`src/rtl/lcd_chars_pkg.sv`:
```
// lcd_chars_pkg: character codes shared by the LCD/keypad paths, plus the
// classifier and entry-FSM enumerations used by disp2bcd_entry.
package lcd_chars_pkg;

   localparam logic [7:0] CHAR_0            = 8'h30;
   localparam logic [7:0] CHAR_1            = 8'h31;
   localparam logic [7:0] CHAR_2            = 8'h32;
   localparam logic [7:0] CHAR_3            = 8'h33;
   localparam logic [7:0] CHAR_4            = 8'h34;
   localparam logic [7:0] CHAR_5            = 8'h35;
   localparam logic [7:0] CHAR_6            = 8'h36;
   localparam logic [7:0] CHAR_7            = 8'h37;
   localparam logic [7:0] CHAR_8            = 8'h38;
   localparam logic [7:0] CHAR_9            = 8'h39;
   localparam logic [7:0] CHAR_BLANK        = 8'h20;
   localparam logic [7:0] CHAR_HYPHEN_MINUS = 8'h2D;
   localparam logic [7:0] CHAR_ASTERISK     = 8'h2A;
   localparam logic [7:0] CHAR_BACKSPACE    = 8'h08;
   localparam logic [7:0] CHAR_ESCAPE       = 8'h1B;
   localparam logic [7:0] CHAR_CR           = 8'h0D;

   typedef enum logic [2:0] {
      CLS_DIGIT,
      CLS_MINUS,
      CLS_BS,
      CLS_ESC,
      CLS_ENTER,
      CLS_BLANK,
      CLS_BAD
   } char_class_t;

   typedef enum logic [1:0] {
      IDLE,
      ENTRY,
      HOLD
   } entry_state_t;

endpackage

```
`src/rtl/disp_char_classify.sv`:
```
// disp_char_classify: combinational decode of a character code into its
// entry class and, for digits, the BCD value.
//   char_in    : character code
//   char_cls_c : class (CLS_BAD for anything unrecognised)
//   digit_c    : digit value when class is CLS_DIGIT, else 0
module disp_char_classify
   import lcd_chars_pkg::*;
(
   input  logic [7:0]  char_in,
   output char_class_t char_cls_c,
   output logic [3:0]  digit_c
);

   always_comb begin
      char_cls_c = CLS_BAD;
      digit_c    = 4'd0;
      if ((char_in >= CHAR_0) && (char_in <= CHAR_9)) begin
         char_cls_c = CLS_DIGIT;
         digit_c    = char_in[3:0];
      end else begin
         case (char_in)
            CHAR_HYPHEN_MINUS: char_cls_c = CLS_MINUS;
            CHAR_BACKSPACE:    char_cls_c = CLS_BS;
            CHAR_ESCAPE:       char_cls_c = CLS_ESC;
            CHAR_CR:           char_cls_c = CLS_ENTER;
            CHAR_BLANK:        char_cls_c = CLS_BLANK;
            default:           char_cls_c = CLS_BAD;
         endcase
      end
   end

endmodule

```
`src/rtl/disp2bcd_entry.sv`:
```
// disp2bcd_entry: assembles a signed BCD operand from keyed characters and
// presents it on a valid/ready handshake.
//   clk, rst_n     : clock, synchronous active-low reset
//   char_in/valid  : character stream; char_ready low while an operand is held
//   bcd/sign/count : assembled operand (bcd[0] least significant)
//   out_valid/ready: operand handshake
//   overflow       : sticky, a digit was dropped on a full register
//   bad_char       : one-cycle pulse on an accepted illegal character
// Optional: define DISP2BCD_ENTRY_ECHO_EN to add echo_char/echo_valid, which
// mirror each accepted character that changed the operand, plus CR and ESC.
module disp2bcd_entry
   import lcd_chars_pkg::*;
#(
   parameter  int unsigned DIGITS = 10,
   localparam int unsigned CNT_W  = $clog2(DIGITS + 1)
) (
   input  logic             clk,
   input  logic             rst_n,
   input  logic [7:0]       char_in,
   input  logic             char_valid,
   output logic             char_ready,
   output logic [3:0]       bcd [DIGITS-1:0],
   output logic             sign,
   output logic [CNT_W-1:0] count,
   output logic             out_valid,
   input  logic             out_ready,
   output logic             overflow,
   output logic             bad_char
`ifdef DISP2BCD_ENTRY_ECHO_EN
   ,
   output logic [7:0]       echo_char,
   output logic             echo_valid
`endif
);

   entry_state_t state;
   char_class_t  char_cls_c;
   logic [3:0]   digit_c;
   logic         accept_c;
   logic         clear_c;
   logic         echo_c;

   disp_char_classify u_classify (
      .char_in    (char_in),
      .char_cls_c (char_cls_c),
      .digit_c    (digit_c)
   );

   // Ready is a pure decode of the state register.
   assign char_ready = (state != HOLD);
   assign accept_c   = char_valid && char_ready;
   // Handshake completion and ESC both return every field to its reset value.
   assign clear_c    = (out_valid && out_ready) || (accept_c && (char_cls_c == CLS_ESC));

   // Characters that get mirrored to the display when accepted.
   always_comb begin
      echo_c = 1'b0;
      if (accept_c) begin
         case (char_cls_c)
            CLS_DIGIT: echo_c = !((count == '0) && (digit_c == 4'd0)) &&
                                (count < CNT_W'(DIGITS));
            CLS_MINUS: echo_c = (count == '0);
            CLS_BS:    echo_c = (count != '0);
            CLS_ESC:   echo_c = 1'b1;
            CLS_ENTER: echo_c = 1'b1;
            default:   echo_c = 1'b0;
         endcase
      end
   end

   // Entry FSM and digit shift register.
   always_ff @(posedge clk) begin
      if (!rst_n || clear_c) begin
         for (int i = 0; i < DIGITS; i++) bcd[i] <= 4'd0;
         sign      <= 1'b0;
         count     <= '0;
         out_valid <= 1'b0;
         overflow  <= 1'b0;
         bad_char  <= 1'b0;
         state     <= IDLE;
      end else begin
         bad_char <= 1'b0;
         if (accept_c) begin
            case (char_cls_c)
               CLS_DIGIT: begin
                  if ((count == '0) && (digit_c == 4'd0)) begin
                     state <= ENTRY;
                  end else if (count < CNT_W'(DIGITS)) begin
                     for (int i = DIGITS - 1; i > 0; i--) bcd[i] <= bcd[i-1];
                     bcd[0] <= digit_c;
                     count  <= count + CNT_W'(1);
                     state  <= ENTRY;
                  end else begin
                     overflow <= 1'b1;
                  end
               end
               CLS_MINUS: begin
                  if (count == '0) begin
                     sign  <= ~sign;
                     state <= ENTRY;
                  end else begin
                     bad_char <= 1'b1;
                  end
               end
               CLS_BS: begin
                  if (count != '0) begin
                     for (int i = 0; i < DIGITS - 1; i++) bcd[i] <= bcd[i+1];
                     bcd[DIGITS-1] <= 4'd0;
                     count    <= count - CNT_W'(1);
                     overflow <= 1'b0;
                  end else begin
                     sign  <= 1'b0;
                     state <= IDLE;
                  end
               end
               CLS_ENTER: begin
                  // Never present negative zero.
                  if (count == '0) sign <= 1'b0;
                  out_valid <= 1'b1;
                  state     <= HOLD;
               end
               CLS_BLANK: ;
               default:   bad_char <= 1'b1;
            endcase
         end
      end
   end

`ifdef DISP2BCD_ENTRY_ECHO_EN
   // Echo register, one cycle behind the accepting edge.
   always_ff @(posedge clk) begin
      if (!rst_n) begin
         echo_char  <= 8'h00;
         echo_valid <= 1'b0;
      end else begin
         echo_valid <= echo_c;
         if (echo_c) echo_char <= char_in;
      end
   end
`else
   logic unused_echo;
   assign unused_echo = echo_c;
`endif

endmodule

```
`config.mk`:
```
export PLATFORM = sky130hd
export DESIGN_NAME = disp2bcd_entry
export DESIGN_NICKNAME = d
export VERILOG_FILES = /design/src/rtl/lcd_chars_pkg.sv /design/src/rtl/disp_char_classify.sv /design/src/rtl/disp2bcd_entry.sv
export SDC_FILE = /design/constraint.sdc
export NUM_CORES = 1
export LEC_CHECK = 0
export ABC_AREA = 0
export BUFFER_PORTS_ARGS = -buffer_cell sky130_fd_sc_hd__buf_2
export CAP_MARGIN = 10
export CORE_MARGIN = 1
export CORE_UTILIZATION = 53
export CTS_CLUSTER_DIAMETER = 80
export DETAILED_ROUTE_END_ITERATION = 7
export PLACE_DENSITY_LB_ADDON = 0.12
export SETUP_SLACK_MARGIN = 0.15
export SYNTH_ARGS = -nofsm -noshare
export SYNTH_HDL_FRONTEND = slang
export SYNTH_SLANG_ARGS = --single-unit
export TNS_END_PERCENT = 10
```
`constraint.sdc`:
```
create_clock -name clk -period 2.55 [get_ports clk]
set_input_delay 0 -clock clk [delete_from_list [all_inputs] [get_ports clk]]
set_output_delay 0 -clock clk [all_outputs]
set_load 0.03 [all_outputs]
```
---- Word level (Yosys, flattened, before mapping) ----
Index checks and enable logic that the tools add are counted.
operators by class
  add/sub/neg operators ................... 2
  bitwise operators ....................... 2
  multiplexer cells ....................... 26
  magnitude comparators ................... 3
  reduce and logical (&&, ||, !) cells .... 22
  equal/unequal tests ..................... 19
operators by type and width
  cell                 count
  $mux 40              3
  $pmux 40 s2          1
  $reduce_and 5->1     4
  $eq 8x4->1 const B   2
  $eq 8x6->1 const B   2
  $mux 4               4
  $ne 2x2->1 const B   8
  $pmux 3 s5           1
  $eq 8x5->1 const B   1
  $ge 8x6->1 const B   1
  $le 8x6->1 const B   1
  $logic_not 4->1      2
  $mux 2               4
  $pmux 2 s4           1
  $pmux 4 s2           1
  $reduce_bool 4->1    2
  $mux 1               7
  $eq 3x2->1 const B   2
  $eq 3x3->1 const B   2
  $logic_and 1x1->1    5
  $add 4x1->4 const B  1
  $lt 4x4->1 const B   1
  $pmux 1 s2           2
  $reduce_or 4->1      1
  other kinds (13)     15
word-level totals
  flip-flop bits (word level) ............. 50
  word-level logic and storage cells ...... 90
  bits of input ports ..................... 12
  output and inout bits ................... 49

---- Depth between registers and ports, before layout ----
  depth after elaboration ................. 8
  mapped depth ............................ 10

---- Hierarchy ----
A second synthesis with hierarchy kept.
second synthesis, totals
  cells, all modules ...................... 303
  area, all modules ....................... 2950.3 µm²
by module, submodules not included
  module              cells an instance  seq. area each (µm²)  area each (µm²)  times used
  disp2bcd_entry      277                1001.0                2780.2           1
  disp_char_classify  26                 0.0                   170.2            1

---- Least setup slack after synthesis ----
No wires, ideal clock.
  path kind ............................... reg2reg
  from .................................... reg count[1]
  to ...................................... reg bcd[11] in the netlist's numbering
  buffers on the path ..................... 3
  clock period less this slack ............ 2133 ps
  cell stages (with the launch flop) ...... 8
  data arrival time ....................... 1995 ps
  setup slack ............................. 417 ps
  required time ........................... 2412 ps
  cells stage by stage .................... dfxtp_1 clkbuf_1 or4_1 nand3_1 a2111oi_2 buf_4 buf_2 a311oi_2
between the ends
  cells in the longest elaborated chain, start to end .. 4
  elaborated cells on any way between the ends .. 8
  those cells by class .................... order compare: 1; eq/ne: 3; reduce/logical: 4
ends and longest elaborated chain
  what                                                                line                   RTL
  start: declaration                                                  disp2bcd_entry.sv:24   output logic [CNT_W-1:0] count,
  start signal: assignment                                            disp2bcd_entry.sv:91   count <= count + CNT_W'(1);
  start signal: assignment                                            disp2bcd_entry.sv:109  count <= count - CNT_W'(1);
  parallel branches: the longest is 3 deep, another holds $lt 4x4->1  n/a
  $reduce_and 5->1 (no source line) (*)                               n/a
  end: declaration                                                    disp2bcd_entry.sv:22   output logic [3:0] bcd [DIGITS-1:0],
Mark *: on every way between the ends.
A chain may end at the register's enable or synchronous reset.

---- Worst setup path after layout ----
  from .................................... reg count[1]
  to ...................................... reg bcd[31] in the netlist's numbering
The elaborated chain is that of the path after synthesis.

==> flow_metrics.py <==
metrics = {
    "setup_path": {
        "startpoint": "count[1]",
        "crit_type": "reg2reg",
        "cp.required_ps": 2770,
        "regToRegStartpoint": "count[1]",
        "critPathSlowestCell": "dfxtp_1",
        "worstPathArrival_ps": 2330,
        "cp_cell_sequence": "or4_1 -> nand3_1 -> a2111oi_4 -> buf_12 -> nor2_1 -> a311oi_2",
        "crit_path_end_kind": "flip-flop",
        "cpPeakStageDelay_ps": 480,
        "crit_fanout": 74,
        "startpoint_type": "flip-flop",
    },
    "pwr": {
        "power.internal_uw": 1130,
        "clkPwrFrac_pct": 38.4,
        "total_leakage_power_uw": 0.00103,
        "switching_power_uw": 372,
        "power_frac_comb_pct": 8.3,
        "finalPower_uw": 1500,
        "ir_drop_v": 0.000437,
        "p_per_area_nw_per_um2": 505,
        "p_sw_share_pct": 24.8,
        "p_seq_share_pct": 53.3,
    },
    "synth": {
        "syn_nets": 320,
        "ys_top_cells_by_count": "nand2_1, dfxtp_1, nor2_1",
        "yosysSeqAreaShare_pct": 39.7,
        "synth_edf_count": 0,
        "synth_ff_type": "dfxtp_1",
        "synth_top_area_cell": "dfxtp_1",
        "synthArstFlopShare_pct": 0,
        "syn_avg_cell_area_um2": 8.20,
        "yosys.area.top_type_share_pct": 39.7,
        "synth_area_leaders": "dfxtp_1, a311oi_2, nand2_1, nor2_1, a311oi_1",
        "yosysMostFrequentCell": "nand2_1",
        "syn_area_um2": 2520,
        "ys_warn_count": 0,
        "yosysUniqueCellTypes": 41,
        "ys_seq_elements": 50,
        "synth_cells": 307,
    },
    "final_layout": {
        "diodes": 0,
        "final_nets": 370,
        "area_growth_pct": 18.1,
        "finalNonFillerCells": 410,
        "nFillCells": 408,
        "drive_gt1_share_pct": 27.9,
    },
    "sta": {
        "finalCritPeriodShare_pct": 83.0,
        "worstMarginPinSlew_ps": 696,
        "layout_setup_ws_ps": 432,
        "period_minus_slack_ps": 2120,
        "fmax_mhz": 472,
        "final-hold-violation-count": 0,
        "setup_tns_ps": 0,
        "setup-violations-final": 0,
        "rsz0062_at_grt": "false",
        "finalMaxSlewViolations": 0,
        "skew_ps": 10.2,
        "slew_headroom_pct": 53.2,
    },
    "detailed_routing": {
        "vias_per_cell": 5.92,
        "remaining_drc_errors": 6,
        "wirelength_um": 6080,
        "dr.pass1.iters": 8,
        "drtIter0Drc": 146,
        "detail_route.wl_per_cell_um": 14.8,
        "via_count": 2429,
        "antenna_left": 0,
    },
    "place": {
        "place_congestion": 0.891,
        "place_ws_ps": 413,
        "io_buffers": 60,
        "hpwlAfterDp_um": 4140,
        "dp_cells": 401,
    },
    "hold_path": {
        "hold_path.startpoint": "out_ready",
        "hp-class": "in2reg",
    },
    "cts": {
        "cts_sinks": 50,
        "cts_resized": 0,
        "clockBufferDepth": 2,
        "cts_setup_buffers": 0,
        "cts.htree.levels": 2,
        "root_buffer": "clkbuf_8",
        "clk_latency_ps": 310,
        "clk_transition_reported_paths_ps": 90,
        "cts_buffers": 5,
        "tritoncts": "yes",
    },
    "grt": {
        "grt_pass1_wl_um": 10000,
        "grtUsageTotal_pct": 24.6,
        "antenna_found_initial": 0,
        "grt_max_degree": 75,
        "grt_pass1_vias": 2155,
        "grt-ovfl-total": 0,
    },
    "job": {
        "maxCapViolations": 0,
    },
    "floorplanning": {
        "dieHeight_um": 70.9,
        "ios": 61,
        "design.core.area_um2": 4470,
        "num_rows": 24,
        "die-width_um": 70.9,
        "initial_core_util_pct": 56.3,
        "die_area_um2": 5030,
    },
    "outcome": {
        "outcome": "complete, but fails checks",
        "violations": "design-rule violations",
    },
}
## state kept, by name, indices dropped and copies added (netlist names)
signal	flops
state	2
overflow	1
bcd	40
sign	1
count	4
out_valid	1
bad_char	1
## path summary, 6_finish.rpt
path	end	slack, ps	cells after the start
hold / removal	bad_char	30	4
setup / recovery	bcd[31]	430	6
hold reg to reg	overflow	480	2
setup reg to reg	bcd[31]	430	6
## per-stage QoR
stage               cell area, µm²  util (%)  hold WS, ps
detailed placement            2850      63.7          319
floorplan                     2520         -          175
global placement              2850      63.7          297
CTS                           2980      66.5         20.8
finish                        2980      66.5         31.6
global route                  2980      66.5         63.4
## layout by cell type (no fill, tap or decap), types with 2 or more instances in the layout
cell,netlist,layout
a2111oi_0,2,2
a211oi_1,2,2
a21oi_1,13,13
a221oi_1,2,2
a311oi_1,12,12
a311oi_2,20,20
buf_12,0,2
buf_2,6,60
buf_4,3,4
clkbuf_8,0,5
dfxtp_1,50,50
nand2_1,78,78
nand2b_1,3,3
nand3_1,8,8
nor2_1,43,43
nor3_1,7,6
nor4_1,5,5
nor4b_1,2,2
o21ai_0,6,6
o21bai_1,2,2
or3_1,5,5
or4_1,3,3
xnor2_1,3,3
## power groups by stage
stage	Sequential [µW]	Combinational, µW	Clock, µW
final	801	125	577
after global routing	802	135	621
after CTS	801	125	587
after detailed placement	819	123	0
after global placement	819	121	0
after floorplan	837	64.7	0
## area by class of cell
cell class	count	area, µm²	share of cell area [%]
multi-input cells	232	1410	47.4
flip-flops and latches	50	1000	33.6
repair buffers	67	380	12.8
clock buffers	5	68.8	2.31
well taps	52	65.1	2.19
clock inverters	3	47.5	1.60
inverters	1	3.75	0.126
## layer usage
| metal | global-route usage, % | share of wire (%) | vias up | routed length, µm |
|---|---|---|---|---|
| li1 | - | - | 1201 | - |
| met1 | 33.6 | 47 | 1157 | 2890 |
| met2 | 40.6 | 48 | 69 | 2910 |
| met3 | 4.42 | 4.2 | 2 | 256 |
| met4 | 5.78 | 0.48 | 0 | 29 |
| met5 | 0 | 0 | - | 0 |
## worst max-delay path, delay by kind of cell, from the launching register on
kind	cells	cell delay, ps
AO/OA/AOI/OAI	2	710
flip-flops	1	480
AND/OR/NAND/NOR	3	450
buffers and inverters	1	350
## kinds of logic (layout without fill, tap and decap cells)
logic type | Yosys count | in the layout | share of synthesized area, %
flops | 50 | 50 | 39.7
mux | 1 | 1 | 0.397
compound gates | 65 | 65 | 24.8
buf+inv | 25 | 76 | 5.07
xor+xnor | 3 | 3 | 1.04
simple gates | 162 | 162 | 28.5
fa+ha+maj | 1 | 1 | 0.497
## timing repair
action / CTS / global route
hold endpoints to repair: 1 / 0
hold buffers: 1 / 0
setup endpoints to repair: 0 / 0
No activity file was read; power rests on OpenSTA's default activity.
